[src/rtl/ram_ctrl_pkg.sv]
// ---------------------------------------------------------------------------
// ram_ctrl_pkg
// Shared defaults and state encodings for the dual-port frame buffer
// controller (ram_dp_ctrl) and its address generator (ram_addr_gen).
//   AW_DEF / DW_DEF      : default address / data widths of buffer_ram_dp
//   MEM_DEPTH_DEF        : number of valid words (320x240 frame)
//   w_state_t            : write-port FSM states (capture idle / clear fill)
//   r_state_t            : read-port FSM states (idle / sequential scan)
// ---------------------------------------------------------------------------
package ram_ctrl_pkg;

   localparam int AW_DEF        = 17;
   localparam int DW_DEF        = 16;
   localparam int MEM_DEPTH_DEF = 76800;

   typedef enum logic {
      W_IDLE  = 1'b0,
      W_CLEAR = 1'b1
   } w_state_t;

   typedef enum logic {
      R_IDLE = 1'b0,
      R_SCAN = 1'b1
   } r_state_t;

endpackage

[src/rtl/ram_addr_gen.sv]
// ---------------------------------------------------------------------------
// ram_addr_gen
// Loadable up-counter over the frame buffer address range 0..MEM_DEPTH-1.
// The count saturates at MEM_DEPTH-1; wrap-around is done by the owner
// through clr.
// Ports:
//   clk, rst_n   : clock, asynchronous active-low reset (count -> 0)
//   clr          : synchronous clear to 0 (highest priority)
//   load         : synchronous load of load_val (clamped to MEM_DEPTH-1)
//   load_val     : value for load
//   en           : advance by one (ignored at the last address)
//   count        : current address
//   last         : count == MEM_DEPTH-1
// ---------------------------------------------------------------------------
module ram_addr_gen #(
   parameter int AW        = 17,
   parameter int MEM_DEPTH = 76800
) (
   input  logic          clk,
   input  logic          rst_n,
   input  logic          clr,
   input  logic          load,
   input  logic [AW-1:0] load_val,
   input  logic          en,
   output logic [AW-1:0] count,
   output logic          last
);

   localparam logic [AW-1:0] LAST_ADDR = AW'(MEM_DEPTH - 1);

   assign last = (count == LAST_ADDR);

   always_ff @(posedge clk or negedge rst_n) begin
      if (!rst_n) begin
         count <= '0;
      end else if (clr) begin
         count <= '0;
      end else if (load) begin
         count <= (load_val > LAST_ADDR) ? LAST_ADDR : load_val;
      end else if (en && !last) begin
         count <= count + 1'b1;
      end
   end

endmodule

[src/rtl/ram_dp_ctrl.sv]
// ---------------------------------------------------------------------------
// ram_dp_ctrl
// Controller in front of the dual-port frame buffer buffer_ram_dp.
//   Write port: shared by the pixel-capture requester and an internal clear
//   (fill) engine that writes clr_color to every word 0..MEM_DEPTH-1.
//   Read port : driven by a sequential scan engine feeding the display path.
// All RAM-side outputs are registered. The two FSMs run independently.
//
// Handshake: a capture request transfers at a rising edge where
// wr_req && wr_ready. wr_ready is combinational and drops in the same cycle
// clr_start is raised, so a clear wins over a simultaneous capture; it stays
// low for the whole clear. The requester holds wr_addr/wr_data stable while
// wr_req is high and not yet accepted.
//
// Build option: define RAMCTL_CONT_SCAN_EN to let a scan continue into the
// next frame without a bubble when rd_start is high as the last address is
// issued. Undefined: every scan ends after one frame.
//
// Ports:
//   clk, rst_n                      : clock, async active-low reset
//   wr_req/wr_addr/wr_data/wr_ready : capture write request
//   clr_start/clr_color             : start whole-memory fill with colour
//   clr_busy/clr_done               : fill in progress / last-write pulse
//   rd_start/rd_en                  : start scan / advance (0 = stall)
//   rd_valid/rd_data/rd_frame_end   : scanned word stream, end-of-frame
//   ram_addr_in/ram_data_in/ram_regwrite : RAM write port
//   ram_addr_out/ram_regread/ram_data_out: RAM read port (1-cycle latency)
//   w_state_dbg / r_state_dbg       : current FSM states for observation
// ---------------------------------------------------------------------------
module ram_dp_ctrl
   import ram_ctrl_pkg::*;
#(
   parameter int AW        = AW_DEF,
   parameter int DW        = DW_DEF,
   parameter int MEM_DEPTH = MEM_DEPTH_DEF
) (
   input  logic          clk,
   input  logic          rst_n,
   // capture write requester
   input  logic          wr_req,
   input  logic [AW-1:0] wr_addr,
   input  logic [DW-1:0] wr_data,
   output logic          wr_ready,
   // clear engine control
   input  logic          clr_start,
   input  logic [DW-1:0] clr_color,
   output logic          clr_busy,
   output logic          clr_done,
   // scan engine
   input  logic          rd_start,
   input  logic          rd_en,
   output logic          rd_valid,
   output logic [DW-1:0] rd_data,
   output logic          rd_frame_end,
   // RAM side
   output logic [AW-1:0] ram_addr_in,
   output logic [DW-1:0] ram_data_in,
   output logic          ram_regwrite,
   output logic [AW-1:0] ram_addr_out,
   output logic          ram_regread,
   input  logic [DW-1:0] ram_data_out,
   // state observation
   output w_state_t      w_state_dbg,
   output r_state_t      r_state_dbg
);

   localparam logic [AW-1:0] DEPTH_A = AW'(MEM_DEPTH);

   // ------------------------------------------------------------------------
   // Write side
   // ------------------------------------------------------------------------
   w_state_t        w_state;
   w_state_t        w_state_nxt;
   logic            clr_cnt_clr;
   logic            clr_cnt_en;
   logic [AW-1:0]   clr_cnt;
   logic            clr_last;
   logic [DW-1:0]   clr_color_q;
   logic            cap_accept;
   logic            cap_in_range;

   assign wr_ready     = (w_state == W_IDLE) && !clr_start;
   assign cap_accept   = wr_req && wr_ready;
   // Out-of-range captures still complete the handshake but never reach RAM.
   assign cap_in_range = (wr_addr < DEPTH_A);
   assign w_state_dbg  = w_state;

   ram_addr_gen #(
      .AW        (AW),
      .MEM_DEPTH (MEM_DEPTH)
   ) u_clr_addr (
      .clk      (clk),
      .rst_n    (rst_n),
      .clr      (clr_cnt_clr),
      .load     (1'b0),
      .load_val ('0),
      .en       (clr_cnt_en),
      .count    (clr_cnt),
      .last     (clr_last)
   );

   always_ff @(posedge clk or negedge rst_n) begin
      if (!rst_n) begin
         w_state <= W_IDLE;
      end else begin
         w_state <= w_state_nxt;
      end
   end

   always_comb begin
      w_state_nxt = w_state;
      clr_cnt_clr = 1'b0;
      clr_cnt_en  = 1'b0;
      case (w_state)
         W_IDLE: begin
            if (clr_start) begin
               w_state_nxt = W_CLEAR;
               clr_cnt_clr = 1'b1;
            end
         end
         W_CLEAR: begin
            // clr_start is deliberately not looked at here.
            clr_cnt_en = 1'b1;
            if (clr_last) begin
               w_state_nxt = W_IDLE;
            end
         end
         default: w_state_nxt = W_IDLE;
      endcase
   end

   always_ff @(posedge clk or negedge rst_n) begin
      if (!rst_n) begin
         clr_color_q  <= '0;
         ram_regwrite <= 1'b0;
         ram_addr_in  <= '0;
         ram_data_in  <= '0;
         clr_busy     <= 1'b0;
         clr_done     <= 1'b0;
      end else begin
         clr_busy <= (w_state_nxt == W_CLEAR);
         // Pulses alongside the final fill write on the RAM port.
         clr_done <= (w_state == W_CLEAR) && clr_last;

         if ((w_state == W_IDLE) && clr_start) begin
            clr_color_q <= clr_color;
         end

         if (w_state == W_CLEAR) begin
            ram_regwrite <= 1'b1;
            ram_addr_in  <= clr_cnt;
            ram_data_in  <= clr_color_q;
         end else if (cap_accept) begin
            ram_regwrite <= cap_in_range;
            ram_addr_in  <= wr_addr;
            ram_data_in  <= wr_data;
         end else begin
            ram_regwrite <= 1'b0;
         end
      end
   end

   // ------------------------------------------------------------------------
   // Read side
   // ------------------------------------------------------------------------
   r_state_t        r_state;
   r_state_t        r_state_nxt;
   logic            scan_clr;
   logic            scan_issue;
   logic [AW-1:0]   scan_cnt;
   logic            scan_last;
   logic            frame_pend;

   assign r_state_dbg = r_state;

   ram_addr_gen #(
      .AW        (AW),
      .MEM_DEPTH (MEM_DEPTH)
   ) u_scan_addr (
      .clk      (clk),
      .rst_n    (rst_n),
      .clr      (scan_clr),
      .load     (1'b0),
      .load_val ('0),
      .en       (scan_issue),
      .count    (scan_cnt),
      .last     (scan_last)
   );

   always_ff @(posedge clk or negedge rst_n) begin
      if (!rst_n) begin
         r_state <= R_IDLE;
      end else begin
         r_state <= r_state_nxt;
      end
   end

   always_comb begin
      r_state_nxt = r_state;
      scan_clr    = 1'b0;
      scan_issue  = 1'b0;
      case (r_state)
         R_IDLE: begin
            if (rd_start) begin
               r_state_nxt = R_SCAN;
               scan_clr    = 1'b1;
            end
         end
         R_SCAN: begin
            if (rd_en) begin
               scan_issue = 1'b1;
               if (scan_last) begin
`ifdef RAMCTL_CONT_SCAN_EN
                  // Wrap straight into the next frame when asked to.
                  if (rd_start) begin
                     scan_clr = 1'b1;
                  end else begin
                     r_state_nxt = R_IDLE;
                  end
`else
                  r_state_nxt = R_IDLE;
`endif
               end
            end
         end
         default: r_state_nxt = R_IDLE;
      endcase
   end

   always_ff @(posedge clk or negedge rst_n) begin
      if (!rst_n) begin
         ram_regread  <= 1'b0;
         ram_addr_out <= '0;
         frame_pend   <= 1'b0;
         rd_valid     <= 1'b0;
         rd_frame_end <= 1'b0;
      end else begin
         ram_regread <= scan_issue;
         if (scan_issue) begin
            ram_addr_out <= scan_cnt;
         end
         // Two stages so the end-of-frame flag lines up with rd_valid,
         // which trails ram_regread by the RAM read latency.
         frame_pend   <= scan_issue && scan_last;
         rd_valid     <= ram_regread;
         rd_frame_end <= frame_pend;
      end
   end

   // Forced to 0 outside valid words so reset and idle show a clean bus.
   assign rd_data = rd_valid ? ram_data_out : '0;

endmodule

[config.mk]
export PLATFORM = sky130hd
export DESIGN_NAME = ram_dp_ctrl
export DESIGN_NICKNAME = d
export VERILOG_FILES = /design/src/rtl/ram_ctrl_pkg.sv /design/src/rtl/ram_addr_gen.sv /design/src/rtl/ram_dp_ctrl.sv
export SDC_FILE = /design/constraint.sdc
export NUM_CORES = 1
export LEC_CHECK = 0
export ABC_CLOCK_PERIOD_IN_PS = 4600
export CAP_MARGIN = 0
export CORE_MARGIN = 4
export CORE_UTILIZATION = 28
export DETAILED_ROUTE_END_ITERATION = 10
export MAX_ROUTING_LAYER = met4
export PLACE_DENSITY = 0.56
export SYNTH_ARGS = -nofsm -noshare
export SYNTH_HDL_FRONTEND = slang
export SYNTH_SLANG_ARGS = --single-unit
[constraint.sdc]
create_clock -name clk -period 4.6 [get_ports clk]
set_clock_uncertainty 0.2 [all_clocks]
set_input_delay 0.92 -clock clk [delete_from_list [all_inputs] [get_ports clk]]
set_output_delay 0.92 -clock clk [all_outputs]
set_load 0.05 [all_outputs]
* After elaboration in Yosys (flattened, before gate mapping)
Cells that the tools add are included.
** Cells by class
- $lt $le $gt $ge :: 1
- Add/subtract/negate cells :: 2
- Bitwise operators :: 2
- Multiplexer cells :: 23
- Reduce and logical (&&, ||, !) cells :: 13
- Equal/unequal tests :: 2
** Operator list (number)
- 2-to-1 mux 17 bit :: 6
- 2-to-1 mux 16 bit :: 3
- adder 17 x 1 -> 17 bit, second input constant :: 2
- == test 17 bit, second input constant :: 2
- < comparator 17 bit, second input constant :: 1
- 2-to-1 mux 1 bit :: 12
- logical AND 1 bit :: 7
- nonzero test 2 bit :: 3
- case mux 1 bit (2 select lines) :: 2
- zero test 1 bit :: 3
- NOT 1 bit :: 2
** Word-level totals
- Bits in registers :: 108
- Logic and storage cells :: 57

* Depth between registers and ports, before layout
Gate-level depths: netlist of the first run.
- Word-level depth :: 5
- Depth in mapped cells :: 6
- Mapped depth without buffers :: 6

* Hierarchy
A second synthesis of the first run with hierarchy kept.
** Unflattened totals
- Cell total of the unflattened synthesis :: 508
- Area total of the unflattened synthesis :: 5698.0 µm²
** By module, submodules not included
- ram_dp_ctrl :: instances 1, cells each 228, seq. area each 1851.8 µm², area an instance 3185.6 µm²
- ram_addr_gen :: instances 2, cells each 140, seq. area each 425.4 µm², area an instance 1256.2 µm²

* Worst setup path after synthesis of the first run
OpenSTA, ideal clock, no wires.
- Kind :: register to output
- From :: register, netlist name clr_busy
- To :: output port wr_ready
- Setup slack :: 1.563 ns
- Arrival time :: 1.917 ns
- Stages on the path, launching flop included :: 4
- Cell sequence :: dfrtp_1 buf_6 clkbuf_1 nor2_1
** RTL lines
- end, declared :: RTL line ram_dp_ctrl.sv:43 : output logic wr_ready,

* Final worst setup path of the first run
- From :: input port clr_start
- To :: output port wr_ready
** On the way
- Word-level cells in the longest chain between the ends :: 2
** Ends and longest elaborated chain
- start, declared :: RTL line ram_dp_ctrl.sv:45 : input logic clr_start,
- zero test 1 bit :: RTL line ram_dp_ctrl.sv:82 : assign wr_ready = (w_state == W_IDLE) && !clr_start;
- logical AND 1 bit :: RTL line ram_dp_ctrl.sv:82
Every way passes these cells.

==> flow_summary.json, run 1 <==
{
  "wl_per_cell_um": 15.25,
  "setup_viol": 0,
  "drive_above_1_share_pct": 4.458,
  "hpwl_um": 9770,
  "cts_hold_buf": 0,
  "layout.cells.most_common": "nand2_1",
  "core_area_mm2": 0.01736,
  "crit_path_start_kind": "input pin",
  "drc": 0,
  "finalSetupTns_ns": 0,
  "final_net_count": 741,
  "path_max_fanout": 7,
  "clk_pin_slew_worst_paths_ns": 0.07,
  "synth_edf_count": 0,
  "syn-cell-area_mm2": 0.004966,
  "yosys_most_used_dff": "dfrtp_1",
  "start_util_pct": 28.61,
  "seq_area_frac_synth_pct": 54.42,
  "numPortBuffers": 145,
  "hold_depth": 0,
  "layout_common_cells": "nand2_1 (156), clkdlybuf4s50_1 (144), dfrtp_1 (107)",
  "ys_async_sr_fraction_pct": 100.0,
  "arrival_ns": 2.70,
  "ys_ff_latch": 108,
  "clock.fmax_mhz": 262.1,
  "n_antenna_cell": 0,
  "startpoint": "clr_start",
  "ant_nets": 0,
  "synthCells": 530,
  "grt_max_degree": 70,
  "pin_count": 146,
  "hp-start": "frame_pend",
  "grt_pass1_vias": 4198,
  "grt_pass1_wl_um": 22200,
  "die_x_um": 141.2,
  "finalCriticalPeriod_ns": 3.815,
  "postCtsResizedCells": 0,
  "numCtsBuffers": 9,
  "overflow": 0,
  "endpoint_kind": "output pin",
  "via_per_inst": 4.698,
  "rr_startpoint": "clr_busy",
  "drt-total-wl_um": 13700,
  "cap_violations": 0,
  "critPathKind": "input pin to output pin",
  "ys.warnings.count": 0,
  "min_period_over_period_pct": 82.95,
  "num_vias": 4219,
  "root_buffer": "clkbuf_16",
  "die_area_mm2": 0.01993,
  "reg2reg_depth": 4,
  "drt_iter0_markers": 228,
  "fin_util_pct": 40.06,
  "antenna_found_initial": 0,
  "r2r_slack_ns": 2.03,
  "cp.required_ns": 3.48,
  "pwr_density_cell_mw_per_mm2": 416.5,
  "worstSkewPairLatency_ns": 0.36,
  "post-cts-setup-buffers": 0,
  "die_h_um": 141.2,
  "min_path_type": "flop to flop",
  "clock_path_buffers": 2,
  "dr.pass1.iters": 4,
  "p_leak_nw": 3.120,
  "synth.avg_cell_area_um2": 9.370,
  "synth.distinct_cells": 47,
  "track_usage_pct": 14.10,
  "worstMarginPinSlew_ns": 0.9286,
  "syn-num-nets": 603,
  "gp_congestion": 0.8639,
  "cts.sinks": 108,
  "slew_viol_final": 0,
  "rsz0062_at_grt": "no",
  "report.final.hold_viol_count": 0,
  "area_delta_synth_final_pct": 40.01,
  "cts_tree": "built",
  "outcome": "finished clean",
  "num_rows": 48,
  "htreeDepth": 3,
  "maxSlewHeadroom_pct": 37.97,
  "vdd_drop_max_uv": 207.1
}
-- critical path: stages --
cell and delay (ns):
clkdlybuf4s50_1 0.51, nor2_1 0.37, clkdlybuf4s50_1 0.88
-- cell usage after synthesis, drive strengths merged (7+ instances only) --
cell type / instances / share of area [%]
nand4: 7 / 0.88
xor2: 8 / 1.4
nor2: 22 / 1.7
a21oi: 11 / 1.1
clkbuf: 22 / 1.7
nand2: 156 / 12
nor3: 9 / 0.91
nand3: 26 / 2.7
dfrtp: 108 / 54
o21ai: 50 / 5.3
mux2i: 32 / 6.5
and2: 17 / 2.1
-- kinds of logic after synthesis --
kind of cell	Yosys count	share of synthesized area [%]
flops	108	54.42
mux	32	6.450
simple gates	263	23.99
buf+inv	31	2.671
fa+ha+maj	2	0.5038
compound gates	84	10.20
xor+xnor	10	1.764
-- final timing paths --
| check | end |
|---|---|
| worst max-delay path | wr_ready |
| worst min-delay path | rd_frame_end |
| worst max register to register | ram_data_in[9] |
| worst min register to register | rd_frame_end |
| max in group asynchronous | ram_addr_out[2] |
| min in group asynchronous | ram_addr_in[16] |
-- per-stage QoR --
stage               total power, mW  instance area, µm²  hold WS, ns  setup slack, ns  cells
floorplan                     1.766                4966       0.1312            1.563    530
global placement              2.109                6651       0.1499           0.8308    882
detailed placement            2.123                6651       0.1418           0.7837    882
CTS                           2.937                6953       0.1678           0.7699    898
global route                  3.053                6953       0.1734           0.6894    898
finish                        2.896                6953       0.1663           0.7845    898
-- power breakdown --
part	switching [mW]	internal [mW]
registers	0.152	1.11
logic	0.517	0.316
clock network	0.358	0.442
total	1.03	1.87
-- state kept, by name, indices dropped and copies added, names as in the netlist --
register           flops
rd_valid               1
ram_regread            1
frame_pend             1
clr_color_q           16
u_clr_addr.count      17
clr_busy               1
u_scan_addr.count     17
rd_frame_end           1
ram_addr_out          17
ram_addr_in           17
ram_data_in           16
clr_done               1
ram_regwrite           1
r_state_dbg            1
-- final cells by class --
type | instances | area [µm²]
Timing Repair Buffer | 152 | 1501
Tap cell | 225 | 281.5
Multi-Input combinational cell | 391 | 2142
Fill cell | 1695 | 10400
Clock inverter | 4 | 55.05
Clock buffer | 12 | 246.5
Inverter | 6 | 22.52
Sequential cell | 108 | 2704
-- layer usage --
metal / track usage [%] / routed length, µm / vias to the layer above
met4: 4.233 / 82 / 0
met3: 3.256 / 896 / 7
met2: 22.15 / 6540 / 112
met5: - / 0 / -
li1: - / - / 2083
met1: 18.23 / 6176 / 2017
Note: power is estimated with default switching activity, not from simulation.
==> run 2, diff against run 1 <==
Settings changed: ABC_CLOCK_PERIOD_IN_PS 4600 to 3900.
Clock period 4.6 ns to 3.9 ns, I/O delays scaled along.
==> run 2 against run 1 <==
- worst hold slack better by 0.00082 ns
- wire length increased by 0.37%
- non-clock buffer count rose by 2
- register-to-register slack worse by 0.91 ns
- sequential share of layout area grew 0.20 points
- combinational power is 18% higher
- power up 14%
- flip-flop and latch count unchanged
- clock-buffer cell count is the same
- via count is 1.2% higher
- critical path type is now flop to output pin
- critical endpoint is now w_state_dbg
- highest routed layer unchanged
==> flow_summary.json, run 2 (synthesis gave the netlist of run 1 again) <==
{
  "pwr_density_cell_mw_per_mm2": 476.3,
  "layout_common_cells": "nand2_1 (156), clkdlybuf4s50_1 (143), dfrtp_1 (107)",
  "via_per_inst": 4.742,
  "final_net_count": 743,
  "cts.sinks": 108,
  "clk_pin_slew_worst_paths_ns": 0.07,
  "fin_hold_ws_ns": 0.1671,
  "cts_tree": "built",
  "swShare_pct": 35.94,
  "htreeDepth": 3,
  "outcome": "finished clean",
  "area_delta_synth_final_pct": 39.30,
  "cp.required_ns": 2.92,
  "rsz0062_at_grt": "no",
  "crit_buf_inv": 1,
  "min_period_over_period_pct": 82.75,
  "vdd_drop_max_uv": 257.5,
  "die_x_um": 141.2,
  "design_area_mm2": 0.006918,
  "crit_path_start_kind": "flop",
  "grt_pass1_vias": 4316,
  "postCtsResizedCells": 0,
  "cp_slowest_cell": "clkdlybuf4s50_1",
  "layout.cells.most_common": "nand2_1",
  "hpwl_um": 9973,
  "ant_nets": 0,
  "cap_violations": 0,
  "gp_congestion": 0.8707,
  "grt_max_degree": 54,
  "setup_ws_ns": 0.6726,
  "root_buffer": "clkbuf_16",
  "drive_above_1_share_pct": 4.599,
  "grt_pass1_wl_um": 22360,
  "comb_power_share_pct": 29.9,
  "setup_viol": 0,
  "met2_length_um": 6622,
  "multi_input_area_mm2": 0.002142,
  "p_switching_mw": 1.184,
  "arrival_ns": 2.25,
  "pin_count": 146,
  "num_vias": 4268,
  "core_area_mm2": 0.01736,
  "slowest_delay_ns": 0.95,
  "cts_hold_buf": 0,
  "clock.fmax_mhz": 309.8,
  "numCtsBuffers": 9,
  "cp_cell_sequence": "clkdlybuf4s50_1",
  "maxSlewHeadroom_pct": 38.25,
  "start_util_pct": 28.61,
  "finalCriticalPeriod_ns": 3.227,
  "power_frac_seq_pct": 45.2,
  "worstSkewPairLatency_ns": 0.35,
  "overflow": 0,
  "wl_per_cell_um": 15.27,
  "track_usage_pct": 14.31,
  "slew_viol_final": 0,
  "fin_util_pct": 39.86,
  "clock_path_buffers": 2,
  "place_ws_ns": 0.7462,
  "m1WireLength_um": 6026,
  "die_h_um": 141.2,
  "die_area_mm2": 0.01993,
  "placed_area_mm2": 0.006664,
  "cp_top_family": "buffers and inverters",
  "dr.max_layer_used": "met4",
  "path_max_fanout": 31,
  "p_leak_nw": 3.115,
  "num_rows": 48,
  "report.final.hold_viol_count": 0,
  "min_path_type": "flop to flop",
  "drt_iter0_markers": 159,
  "dr.pass1.iters": 6,
  "drc": 0,
  "p_clk_share_pct": 24.8,
  "antenna_found_initial": 1,
  "p_int_mw": 2.111,
  "critPathKind": "flop to output pin",
  "wl_met3_um": 894,
  "worstMarginPinSlew_ns": 0.9243,
  "endpoint_kind": "output pin",
  "numPortBuffers": 145,
  "finalSetupTns_ns": 0,
  "layout.area.seq_mm2": 0.002704,
  "drt-total-wl_um": 13750,
  "post-cts-setup-buffers": 0,
  "num-fill-cells": 1719
}
==> run 2: worst paths after layout <==
| kind | from | end | slack, ns | cells after the start |
|---|---|---|---|---|
| min in group asynchronous | rst_n | ram_regwrite | 0.27 | 1 |
| worst max register to register | clr_busy | u_clr_addr.count[6] | 1.12 | 4 |
| max in group asynchronous | rst_n | u_scan_addr.count[10] | 2.45 | 2 |
| worst min-delay path | frame_pend | rd_frame_end | 0.17 | 0 |
| worst min register to register | frame_pend | rd_frame_end | 0.17 | 0 |
| worst max-delay path | clr_busy | w_state_dbg | 0.67 | 1 |
==> run 2: layout make-up <==
type	count	share of cell area, %
Tap cell	225	4.069
Inverter	6	0.3256
Sequential cell	108	39.08
Multi-Input combinational cell	391	30.96
Clock buffer	12	3.418
Timing Repair Buffer	154	21.88
Clock inverter	3	0.2170
Antenna cell	1	0.03617
==> run 2: per-stage QoR <==
stage                     power [mW]  cells
final                          3.295    900
after global routing           3.485    900
after CTS                      3.352    899
after detailed placement       2.507    884
after global placement         2.491    884
after floorplan                2.083    530
==> run 2: power groups by stage <==
stage                     combinational (mW)  sequential [mW]  clock [mW]
after floorplan                        0.288             1.80           0
after global placement                 0.986             1.50           0
after detailed placement               0.995             1.51           0
after CTS                              0.999             1.49       0.862
after global routing                    1.05             1.52       0.911
final                                  0.987             1.49       0.819
==> run 2: routing by layer <==
layer	up-vias	GRT usage, %
met5	-	-
met4	0	4.080
met3	17	3.765
met2	121	22.95
met1	2042	17.89
li1	2088	-
